## config.mk

```make
export PLATFORM = sky130hd
export DESIGN_NAME = match_controller
export DESIGN_NICKNAME = d
export VERILOG_FILES = /design/src/rtl/match_controller.sv
export SDC_FILE = /design/constraint.sdc
export NUM_CORES = 1
export LEC_CHECK = 0
export ABC_AREA = 1
export BUFFER_PORTS_ARGS = -buffer_cell sky130_fd_sc_hd__buf_4
export CELL_PAD_IN_SITES_DETAIL_PLACEMENT = 0
export CELL_PAD_IN_SITES_GLOBAL_PLACEMENT = 1
export CORE_AREA = 2 2 81 83
export CTS_CLUSTER_SIZE = 40
export DETAILED_ROUTE_END_ITERATION = 10
export DIE_AREA = 0 0 83 85
export GPL_ROUTABILITY_DRIVEN = 0
export PLACE_DENSITY_LB_ADDON = 0.1
export SYNTH_ARGS = -nofsm -noshare
export SYNTH_HDL_FRONTEND = slang
export SYNTH_SLANG_ARGS = --single-unit
```

## constraint.sdc

```tcl
create_clock -name clk -period 3.5 [get_ports clk]
set_clock_uncertainty 0.2 [all_clocks]
set_input_delay 0.525 -clock clk [delete_from_list [all_inputs] [get_ports clk]]
set_output_delay 0.525 -clock clk [all_outputs]
set_load 0.05 [all_outputs]
```

## src/rtl/match_controller.sv

```systemverilog
// Purpose : round/match sequencer; clocks the round timer from vsync, tallies wins, gates player control.
// Latency : every output is registered; a cause on cycle N is visible on cycle N+1 (frame tick adds one cycle after the vsync fall).
// Backpr. : none; inputs are levels/pulses sampled every clk, outputs are free-running status.
//
// Ports:
//   clk, reset        system clock, synchronous active-low reset
//   vsync             VGA vsync (active-low); its falling edge is the frame tick
//   start             start button level; only its rising edge in IDLE/MATCH_OVER is used
//   p1_ko, p2_ko      player health depleted levels from game_logic
//   state             0 IDLE, 1 INTRO, 2 FIGHT, 3 KO, 4 MATCH_OVER
//   game_enable       high only while in FIGHT
//   round_reset_n     active-low pulse on the first cycle of every INTRO
//   round_time        round clock in seconds
//   round_num         current round, 1-based (0 before the first match)
//   p1_wins, p2_wins  round wins, saturating at 3
//   winner            0 none, 1 P1, 2 P2, 3 draw; meaningful in MATCH_OVER
module match_controller #(
    parameter int FPS           = 60,
    parameter int INTRO_FRAMES  = 120,
    parameter int KO_FRAMES     = 90,
    parameter int ROUND_SECONDS = 99,
    parameter int ROUNDS_TO_WIN = 2,
    parameter int MAX_ROUNDS    = 5
) (
    input  logic       clk,
    input  logic       reset,
    input  logic       vsync,
    input  logic       start,
    input  logic       p1_ko,
    input  logic       p2_ko,
    output logic [2:0] state,
    output logic       game_enable,
    output logic       round_reset_n,
    output logic [6:0] round_time,
    output logic [2:0] round_num,
    output logic [1:0] p1_wins,
    output logic [1:0] p2_wins,
    output logic [1:0] winner
);

    typedef enum logic [2:0] {
        S_IDLE       = 3'd0,
        S_INTRO      = 3'd1,
        S_FIGHT      = 3'd2,
        S_KO         = 3'd3,
        S_MATCH_OVER = 3'd4
    } state_t;

    localparam logic [15:0] INTRO_LAST = 16'(INTRO_FRAMES - 1);
    localparam logic [15:0] KO_LAST    = 16'(KO_FRAMES - 1);
    localparam logic [7:0]  FPS_LAST   = 8'(FPS - 1);
    localparam logic [6:0]  RT_LOAD    = 7'(ROUND_SECONDS);
    localparam logic [1:0]  WIN_TARGET = 2'(ROUNDS_TO_WIN);
    localparam logic [2:0]  RN_MAX     = 3'(MAX_ROUNDS);

    state_t      state_q, state_d;
    logic        vsync_q, start_q, frame_tick;
    logic [15:0] frame_cnt_q, frame_cnt_d;
    logic [7:0]  sec_div_q, sec_div_d;
    logic [6:0]  round_time_d;
    logic [2:0]  round_num_d;
    logic [1:0]  p1_wins_d, p2_wins_d, winner_d;
    logic        game_enable_d, round_reset_n_d;
    logic        start_rise, sec_wrap, time_up, enter_intro;

    function automatic logic [1:0] sat_inc(input logic [1:0] v);
        return (v == 2'd3) ? v : v + 2'd1;
    endfunction

    assign start_rise = start & ~start_q;
    assign sec_wrap   = frame_tick && (sec_div_q == FPS_LAST);
    // Time is up either because the clock already reads 0 or because this
    // tick's wrap takes it from 1 to 0; the round ends on that same edge.
    assign time_up    = (round_time == 7'd0) || (sec_wrap && (round_time == 7'd1));

    always_comb begin
        state_d      = state_q;
        frame_cnt_d  = frame_cnt_q;
        sec_div_d    = sec_div_q;
        round_time_d = round_time;
        round_num_d  = round_num;
        p1_wins_d    = p1_wins;
        p2_wins_d    = p2_wins;
        winner_d     = winner;

        unique case (state_q)
            S_IDLE: begin
                if (start_rise) begin
                    state_d     = S_INTRO;
                    p1_wins_d   = 2'd0;
                    p2_wins_d   = 2'd0;
                    round_num_d = 3'd1;
                    winner_d    = 2'd0;
                end
            end
            S_INTRO: begin
                if (frame_tick) begin
                    frame_cnt_d = frame_cnt_q + 16'd1;
                    if (frame_cnt_q == INTRO_LAST) state_d = S_FIGHT;
                end
            end
            S_FIGHT: begin
                if (frame_tick) begin
                    sec_div_d = sec_wrap ? 8'd0 : sec_div_q + 8'd1;
                    if (sec_wrap && (round_time != 7'd0)) round_time_d = round_time - 7'd1;
                end
                // A KO takes precedence over the clock running out.
                if (p1_ko || p2_ko) begin
                    state_d = S_KO;
                    if (p1_ko && !p2_ko) p2_wins_d = sat_inc(p2_wins);
                    if (p2_ko && !p1_ko) p1_wins_d = sat_inc(p1_wins);
                end else if (time_up) begin
                    state_d = S_KO;
                end
            end
            S_KO: begin
                if (frame_tick) begin
                    frame_cnt_d = frame_cnt_q + 16'd1;
                    if (frame_cnt_q == KO_LAST) begin
                        if ((p1_wins == WIN_TARGET) || (p2_wins == WIN_TARGET) ||
                            (round_num == RN_MAX)) begin
                            state_d = S_MATCH_OVER;
                            if (p1_wins > p2_wins)      winner_d = 2'd1;
                            else if (p2_wins > p1_wins) winner_d = 2'd2;
                            else                        winner_d = 2'd3;
                        end else begin
                            state_d     = S_INTRO;
                            round_num_d = (round_num < RN_MAX) ? round_num + 3'd1 : round_num;
                        end
                    end
                end
            end
            S_MATCH_OVER: begin
                if (start_rise) begin
                    state_d     = S_INTRO;
                    p1_wins_d   = 2'd0;
                    p2_wins_d   = 2'd0;
                    round_num_d = 3'd1;
                    winner_d    = 2'd0;
                end
            end
            default: state_d = S_IDLE;
        endcase

        // Per-state counters always start from zero in the new state.
        if (state_d != state_q) begin
            frame_cnt_d = 16'd0;
            sec_div_d   = 8'd0;
        end

        enter_intro = (state_d == S_INTRO) && (state_q != S_INTRO);
        if (enter_intro) round_time_d = RT_LOAD;

        game_enable_d   = (state_d == S_FIGHT);
        round_reset_n_d = ~enter_intro;
    end

    always_ff @(posedge clk) begin
        if (!reset) begin
            state_q       <= S_IDLE;
            vsync_q       <= 1'b1;
            start_q       <= 1'b1;
            frame_tick    <= 1'b0;
            frame_cnt_q   <= 16'd0;
            sec_div_q     <= 8'd0;
            round_time    <= RT_LOAD;
            round_num     <= 3'd0;
            p1_wins       <= 2'd0;
            p2_wins       <= 2'd0;
            winner        <= 2'd0;
            game_enable   <= 1'b0;
            round_reset_n <= 1'b1;
        end else begin
            state_q       <= state_d;
            vsync_q       <= vsync;
            start_q       <= start;
            frame_tick    <= vsync_q & ~vsync;
            frame_cnt_q   <= frame_cnt_d;
            sec_div_q     <= sec_div_d;
            round_time    <= round_time_d;
            round_num     <= round_num_d;
            p1_wins       <= p1_wins_d;
            p2_wins       <= p2_wins_d;
            winner        <= winner_d;
            game_enable   <= game_enable_d;
            round_reset_n <= round_reset_n_d;
        end
    end

    assign state = state_q;

endmodule

```

==> impl_metrics.py, run 1 <==
metrics = {
    "synthesis": {
        "synthDistinctLibCells": 37,
        "yosys_most_used_dff": "sky130_fd_sc_hd__dfxtp_1",
        "yosysWarnings": 0,
        "postSynthNetCount": 380,
        "synth.ff_latch_count": 48,
        "asyncSetResetFlopFracSynth_pct": 0,
        "yosysSeqAreaShare_pct": 33.7,
        "synth.largest_area_cell": "sky130_fd_sc_hd__dfxtp_1",
        "syn-mean-instance-area_um2": 7.89,
        "synthesis.instances": 361,
        "number_of_flops_mapped_to_enable_cells_by_yosys": 0,
        "netlist_top_cells_area": "sky130_fd_sc_hd__dfxtp_1 34%, sky130_fd_sc_hd__nor2_4 9.9%, sky130_fd_sc_hd__nand2_1 7.1%",
        "yosys.area.top_type_share_pct": 33.7,
        "mappedNetlistArea_um2": 2850,
    },
    "clock_network": {
        "clkSinkCount": 48,
        "cts_inserted_buffers": 5,
        "ctsLongestPathBuffers": 2,
        "post-cts-setup-buffer-count": 0,
        "postCtsResizedCells": 0,
        "cts_hold_buf": 0,
        "clkSlewWorstSetupHoldPaths_ns": 0.09,
        "clock_latency_ns": 0.30,
        "cts_tree": "done",
        "clock_tree.htree_level_count": 2,
        "ctsRootBufferMaster": "sky130_fd_sc_hd__clkbuf_8",
    },
    "final_layout": {
        "drive_gt1_share_pct": 23.3,
        "fillers": 632,
        "inserted_diodes": 0,
        "area_used_by_sequential_logic_in_the_layout_um2": 961,
        "nNetsFinal": 409,
        "area_delta_synth_final_pct": 11.8,
        "design_area_um2": 3190,
        "multi_input_comb_area_um2": 1640,
    },
    "floorplan": {
        "chipHeight_um": 85,
        "design.core.area_um2": 6200,
        "io_pins": 27,
        "num_rows": 29,
        "die_width_um": 83,
        "start_util_pct": 45.9,
        "die_area_um2": 7060,
    },
    "worst_setup_path": {
        "cp_data_arrival_time_ns": 2.42,
        "timing.critical_path.fanout_max": 24,
        "critPathSlowestCell": "sky130_fd_sc_hd__nand3_4",
        "endpoint_kind": "flop",
        "startpoint_type": "flop",
        "required_ns": 3.52,
        "timing.critical_path.cells": "ha_1, nand2_1, inv_1, nand2_1, nor2_1, nand2_1, nand2_1, nand2_1, nor2_4, nand3_2, nand2_2, nand3_4, nor2_1",
        "setup.worst_path.class": "reg -> reg",
        "slowest_delay_ns": 0.49,
        "critical_path.most_common_cell": "sky130_fd_sc_hd__nand2_1",
    },
    "detailed_routing": {
        "wirelength_mm": 5.49,
        "detail_route.vias_per_cell": 4.79,
        "dr_total_vias": 2243,
        "post_drt_wl_per_cell_um": 11.7,
        "detail_route.drc_violations": 0,
        "drt_pass_1_iters": 4,
        "drtIter0Drc": 52,
        "ant_nets": 0,
    },
    "timing": {
        "fmax_ghz": 0.416,
        "totalNegativeSetupSlack_ns": 0,
        "setup-violations-final": 0,
        "period_share_pct": 68.6,
        "worst_pin_slew_ns": 0.696,
        "final_hold_viol_count": 0,
        "grt_setup_unrepaired": "false",
        "maxSlewHeadroom_pct": 53.6,
        "period_needed_ns": 2.40,
        "final_max_slew_viol_count": 0,
    },
    "pwr": {
        "power.switching_fraction_pct": 26.3,
        "max-vdd-ir-drop_uv": 171,
        "combinational_fraction_of_design_power_pct": 9.3,
        "power_density_nw_per_um2": 313,
        "power.internal_mw": 0.734,
        "leakage_nw": 1.30,
        "power_frac_seq_pct": 56.0,
        "switching_power_summed_over_all_nets_mw": 0.262,
        "power.clock.fraction_pct": 34.6,
    },
    "grt": {
        "first_global_vias": 2212,
        "pin_count_of_the_biggest_net_entering_global_routing": 25,
        "antenna_found_initial": 0,
        "grt_usage_pct": 17.1,
        "grt_pass1_wl_mm": 9.96,
        "grt-ovfl-total": 0,
    },
    "placement": {
        "detailed_place_hpwl_mm": 4.17,
        "detailed_place.area_um2": 3090,
        "port-buffer-count": 26,
    },
    "run_status": {
        "result_of_the_run": "complete, no violations",
    },
    "run": {
        "maxCapViolCount": 0,
    },
    "worst_hold_path": {
        "hold_class": "in -> reg",
    },
}
## critical path: cells and delay by family, from the launching register on
kind,cells,cell delay [ns]
buf+inv,1,0.09
flops,1,0.40
fa+ha+maj,1,0.19
simple gates,11,1.43
## routing by layer
layer,GRT usage [%],routed length (µm),vias up
li1,-,-,1207
met1,21.8,2650,1007
met2,29.3,2650,24
met3,3.40,143,5
met4,4.92,54,0
met5,0,0,-
## final timing paths
kind | end | depth (start not counted) | from | slack, ns
worst max-delay path | frame_cnt_q[3] | 13 | frame_cnt_q[0] | 1.10
worst min-delay path | start_q | 3 | start | 0.21
worst max register to register | frame_cnt_q[3] | 13 | frame_cnt_q[0] | 1.10
worst min register to register | frame_tick | 2 | vsync_q | 0.21
## layout by cell type (no fill, tap or decap), drive strengths merged, types with 2 or more instances in the layout
cell type / n
clkinv: 2
o21ai: 15
a211oi: 2
xnor2: 6
buf: 26
nand3: 21
nand2: 58
clkbuf: 6
inv: 54
dfxtp: 48
nor3: 8
nand3b: 3
or2: 2
o211ai: 2
nor2: 75
a21oi: 14
xor2: 15
nand4: 12
and3: 2
ha: 13
## state kept, by name, summed over array words and instances (netlist names)
signal         cells
sec_div_q          8
frame_cnt_q       16
start_q            1
game_enable        1
frame_tick         1
round_num          3
round_reset_n      1
p1_wins            2
round_time         7
p2_wins            2
winner             2
vsync_q            1
state              3
## final cells by class
class / instances / area share, %
inverters: 54 / 6.44
multi-input cells: 255 / 51.3
flip-flops and latches: 48 / 30.2
clock inverters: 2 / 0.314
repair buffers: 26 / 6.13
well taps: 77 / 3.02
clock buffers: 6 / 2.59
## logic make-up (layout without fill, tap and decap cells)
group                      Yosys count  in the layout  share of synthesized area (%)
AOI/OAI and AO/OA                   37             37                           7.51
xor gates and xnor gates            21             21                           6.46
adders and majority gates           13             13                           5.71
buffers and inverters               58             88                           8.87
DFF                                 48             48                           33.7
muxes                                1              1                          0.351
and+or+nand+nor                    183            183                           37.4
## cells in the mapped netlist, types with 2 or more instances
master,instances
sky130_fd_sc_hd__o211ai_1,2
sky130_fd_sc_hd__nor3_1,5
sky130_fd_sc_hd__inv_1,46
sky130_fd_sc_hd__buf_12,2
sky130_fd_sc_hd__nand2_2,4
sky130_fd_sc_hd__nand4_1,12
sky130_fd_sc_hd__nor3_2,2
sky130_fd_sc_hd__nor2_1,42
sky130_fd_sc_hd__nand2_1,54
sky130_fd_sc_hd__nor2_2,8
sky130_fd_sc_hd__nor2_4,25
sky130_fd_sc_hd__nand3_4,2
sky130_fd_sc_hd__and3_1,2
sky130_fd_sc_hd__ha_1,13
sky130_fd_sc_hd__xor2_1,15
sky130_fd_sc_hd__inv_2,7
sky130_fd_sc_hd__nand3_1,15
sky130_fd_sc_hd__nand3_2,4
sky130_fd_sc_hd__o21ai_0,13
sky130_fd_sc_hd__or2_2,2
sky130_fd_sc_hd__dfxtp_1,48
sky130_fd_sc_hd__xnor2_1,6
sky130_fd_sc_hd__a211oi_1,2
sky130_fd_sc_hd__a21oi_1,14
sky130_fd_sc_hd__nand3b_1,3
sky130_fd_sc_hd__clkbuf_1,2
## power by group through the flow
stage               Sequential, mW  Clock [mW]  Combinational [mW]
finish                       0.558       0.345              0.0929
global route                 0.560       0.379               0.102
CTS                          0.559       0.361              0.0947
detailed placement           0.571           0              0.0945
global placement             0.571           0              0.0942
floorplan                    0.585           0              0.0662
## through the flow
step	cells	util [%]	total power, mW	hold slack (ns)	worst slack (ns)
floorplan	361	-	0.651	0.192	1.21
global placement	460	49.8	0.665	0.197	1.05
detailed placement	460	49.8	0.666	0.200	0.995
CTS	468	51.3	1.01	0.202	1.03
global route	468	51.3	1.04	0.223	0.802
finish	468	51.3	0.997	0.209	1.10
(Power assumes the default switching activity.)
==> inputs of run 2 (changes only) <==
Settings changed: CORE_AREA 2 2 81 83 to 2 2 84 86, DIE_AREA 0 0 83 85 to 0 0 86 88.
Clock period 3.5 ns to 2.4 ns, I/O delays scaled along.
==> run 2 against run 1 <==
Compared with the run above: sequential share of layout area shrank 0.58 points; first-iteration DRC count down 9.6%; clock power grew 35%; utilization shrank 2.5 points; critical endpoint is now frame_cnt_q[5]; largest power group unchanged; critical path type unchanged; worst setup slack got worse by 0.85 ns; non-clock buffer count grew 6; highest routed layer unchanged.
==> impl_metrics.py, run 2 (synthesized netlist as in run 1, its figures left out) <==
metrics = {
    "clock_network": {
        "clkSinkCount": 48,
        "cts_tree": "done",
        "clkSlewWorstSetupHoldPaths_ns": 0.09,
        "clock_tree.htree_level_count": 2,
        "cts_hold_buf": 0,
        "post-cts-setup-buffer-count": 0,
        "cts_inserted_buffers": 5,
        "ctsRootBufferMaster": "sky130_fd_sc_hd__clkbuf_8",
        "clock_latency_ns": 0.30,
        "postCtsResizedCells": 0,
        "ctsLongestPathBuffers": 2,
    },
    "worst_hold_path": {
        "hold_class": "in -> reg",
    },
    "final_layout": {
        "largestRegisters": "frame_cnt_q: 16 flops, sec_div_q: 8 flops, round_time: 7 flops",
        "drive_gt1_share_pct": 24.2,
        "nNetsFinal": 415,
        "stdcell_count": 476,
        "largest_register_ffs": 16,
        "area_delta_synth_final_pct": 14.0,
        "mostFrequentLayoutCell": "sky130_fd_sc_hd__nand2_1",
        "largest-register": "frame_cnt_q",
        "final_cell_mix": "54 x sky130_fd_sc_hd__nand2_1, 48 x sky130_fd_sc_hd__dfxtp_1, 46 x sky130_fd_sc_hd__inv_1, 42 x sky130_fd_sc_hd__nor2_1, 30 x sky130_fd_sc_hd__buf_4",
        "inserted_diodes": 0,
    },
    "timing": {
        "fmax_ghz": 0.465,
        "period_needed_ns": 2.15,
        "maxSlewHeadroom_pct": 68.0,
        "final_hold_viol_count": 0,
        "grt_setup_unrepaired": "false",
        "totalNegativeSetupSlack_ns": 0,
        "final_max_slew_viol_count": 0,
        "setup-violations-final": 0,
        "period_share_pct": 89.6,
        "worst_pin_slew_ns": 0.474,
    },
    "worst_setup_path": {
        "setup.worst_path.class": "reg -> reg",
        "startpoint_type": "flop",
        "cp_data_arrival_time_ns": 2.14,
        "endpoint_kind": "flop",
        "timing.critical_path.fanout_max": 11,
        "required_ns": 2.39,
    },
    "grt": {
        "grt_pass1_wl_mm": 9.84,
        "pin_count_of_the_biggest_net_entering_global_routing": 15,
        "antenna_found_initial": 0,
        "first_global_vias": 2184,
        "grt_usage_pct": 16.1,
        "grt-ovfl-total": 0,
    },
    "detailed_routing": {
        "post_drt_wl_per_cell_um": 11.7,
        "drt_pass_1_iters": 4,
        "drtIter0Drc": 47,
        "detail_route.vias_per_cell": 4.70,
        "dr_total_vias": 2236,
        "ant_nets": 0,
        "wirelength_mm": 5.56,
        "detail_route.drc_violations": 0,
    },
    "floorplan": {
        "start_util_pct": 42.9,
        "design.core.area_um2": 6640,
        "die_width_um": 86,
        "io_pins": 27,
        "num_rows": 30,
        "die_area_um2": 7570,
        "chipHeight_um": 88,
    },
    "placement": {
        "detailed_place_hpwl_mm": 4.37,
        "port-buffer-count": 26,
        "dp_cells": 469,
    },
    "pwr": {
        "power_density_nw_per_um2": 443,
        "max-vdd-ir-drop_uv": 186,
        "leakage_nw": 1.33,
    },
    "run": {
        "maxCapViolCount": 0,
    },
    "run_status": {
        "result_of_the_run": "complete, no violations",
    },
}
-- run 2: changes by cell type in the layout (fill, tap and decap cells not counted) --
cell	before	now
sky130_fd_sc_hd__buf_4	26	30
sky130_fd_sc_hd__buf_12	0	2
sky130_fd_sc_hd__clkbuf_8	6	5
sky130_fd_sc_hd__clkinv_2	2	1
sky130_fd_sc_hd__clkinvlp_4	0	1
-- run 2: final cells by class --
type                            instances  area [µm²]
Timing Repair Buffer                   32         265
Sequential cell                        48         961
Clock buffer                            5        68.8
Tap cell                               80         100
Multi-Input combinational cell        255        1640
Clock inverter                          2        12.5
Inverter                               54         205
Fill cell                             646        3400
-- run 2: report_power, final --
part | total (mW) | switching [mW] | leakage [nW] | internal (mW)
combinational | 0.157 | 0.106 | 0.899 | 0.0513
clock | 0.467 | 0.269 | 0.0400 | 0.198
sequential | 0.813 | 0.00851 | 0.388 | 0.805
-- run 2: worst paths after layout --
kind,startpoint,to,slack [ns],cells past startpoint
setup / recovery,round_time[0],frame_cnt_q[5],0.25,13
hold / removal,start,start_q,0.04,3
setup reg to reg,round_time[0],frame_cnt_q[5],0.25,13
hold reg to reg,vsync_q,frame_tick,0.21,2
-- run 2: per-stage QoR --
step	worst slack (ns)	instance area, µm²	utilization (%)	power (mW)	hold slack [ns]
floorplan	0.115	2850	-	0.949	0.192
global placement	0.251	3170	47.7	0.993	0.200
detailed placement	0.246	3170	47.7	0.992	0.202
CTS	0.220	3250	48.9	1.47	0.0302
global route	0.0724	3250	48.9	1.52	0.0407
finish	0.250	3250	48.9	1.44	0.0390
-- run 2: critical path, stage by stage, from the launching register on --
cell                      delay [ns]
sky130_fd_sc_hd__dfxtp_1        0.38
sky130_fd_sc_hd__inv_1          0.10
sky130_fd_sc_hd__ha_1           0.24
sky130_fd_sc_hd__inv_1          0.06
sky130_fd_sc_hd__nor2_1         0.05
sky130_fd_sc_hd__nand3_1        0.11
sky130_fd_sc_hd__nand3_2        0.11
sky130_fd_sc_hd__nor2_4         0.15
sky130_fd_sc_hd__nand2_2        0.07
sky130_fd_sc_hd__nand2_1        0.08
sky130_fd_sc_hd__nand2_2        0.06
sky130_fd_sc_hd__nand3_4        0.18
sky130_fd_sc_hd__buf_12         0.20
sky130_fd_sc_hd__nor2_1         0.05
-- run 2: metal layers --
layer  share of wire (%)  GRT usage, %
met5                   0             0
met4                0.47          3.90
met3                 2.1          2.36
met2                  48          28.8
met1                  49          20.4
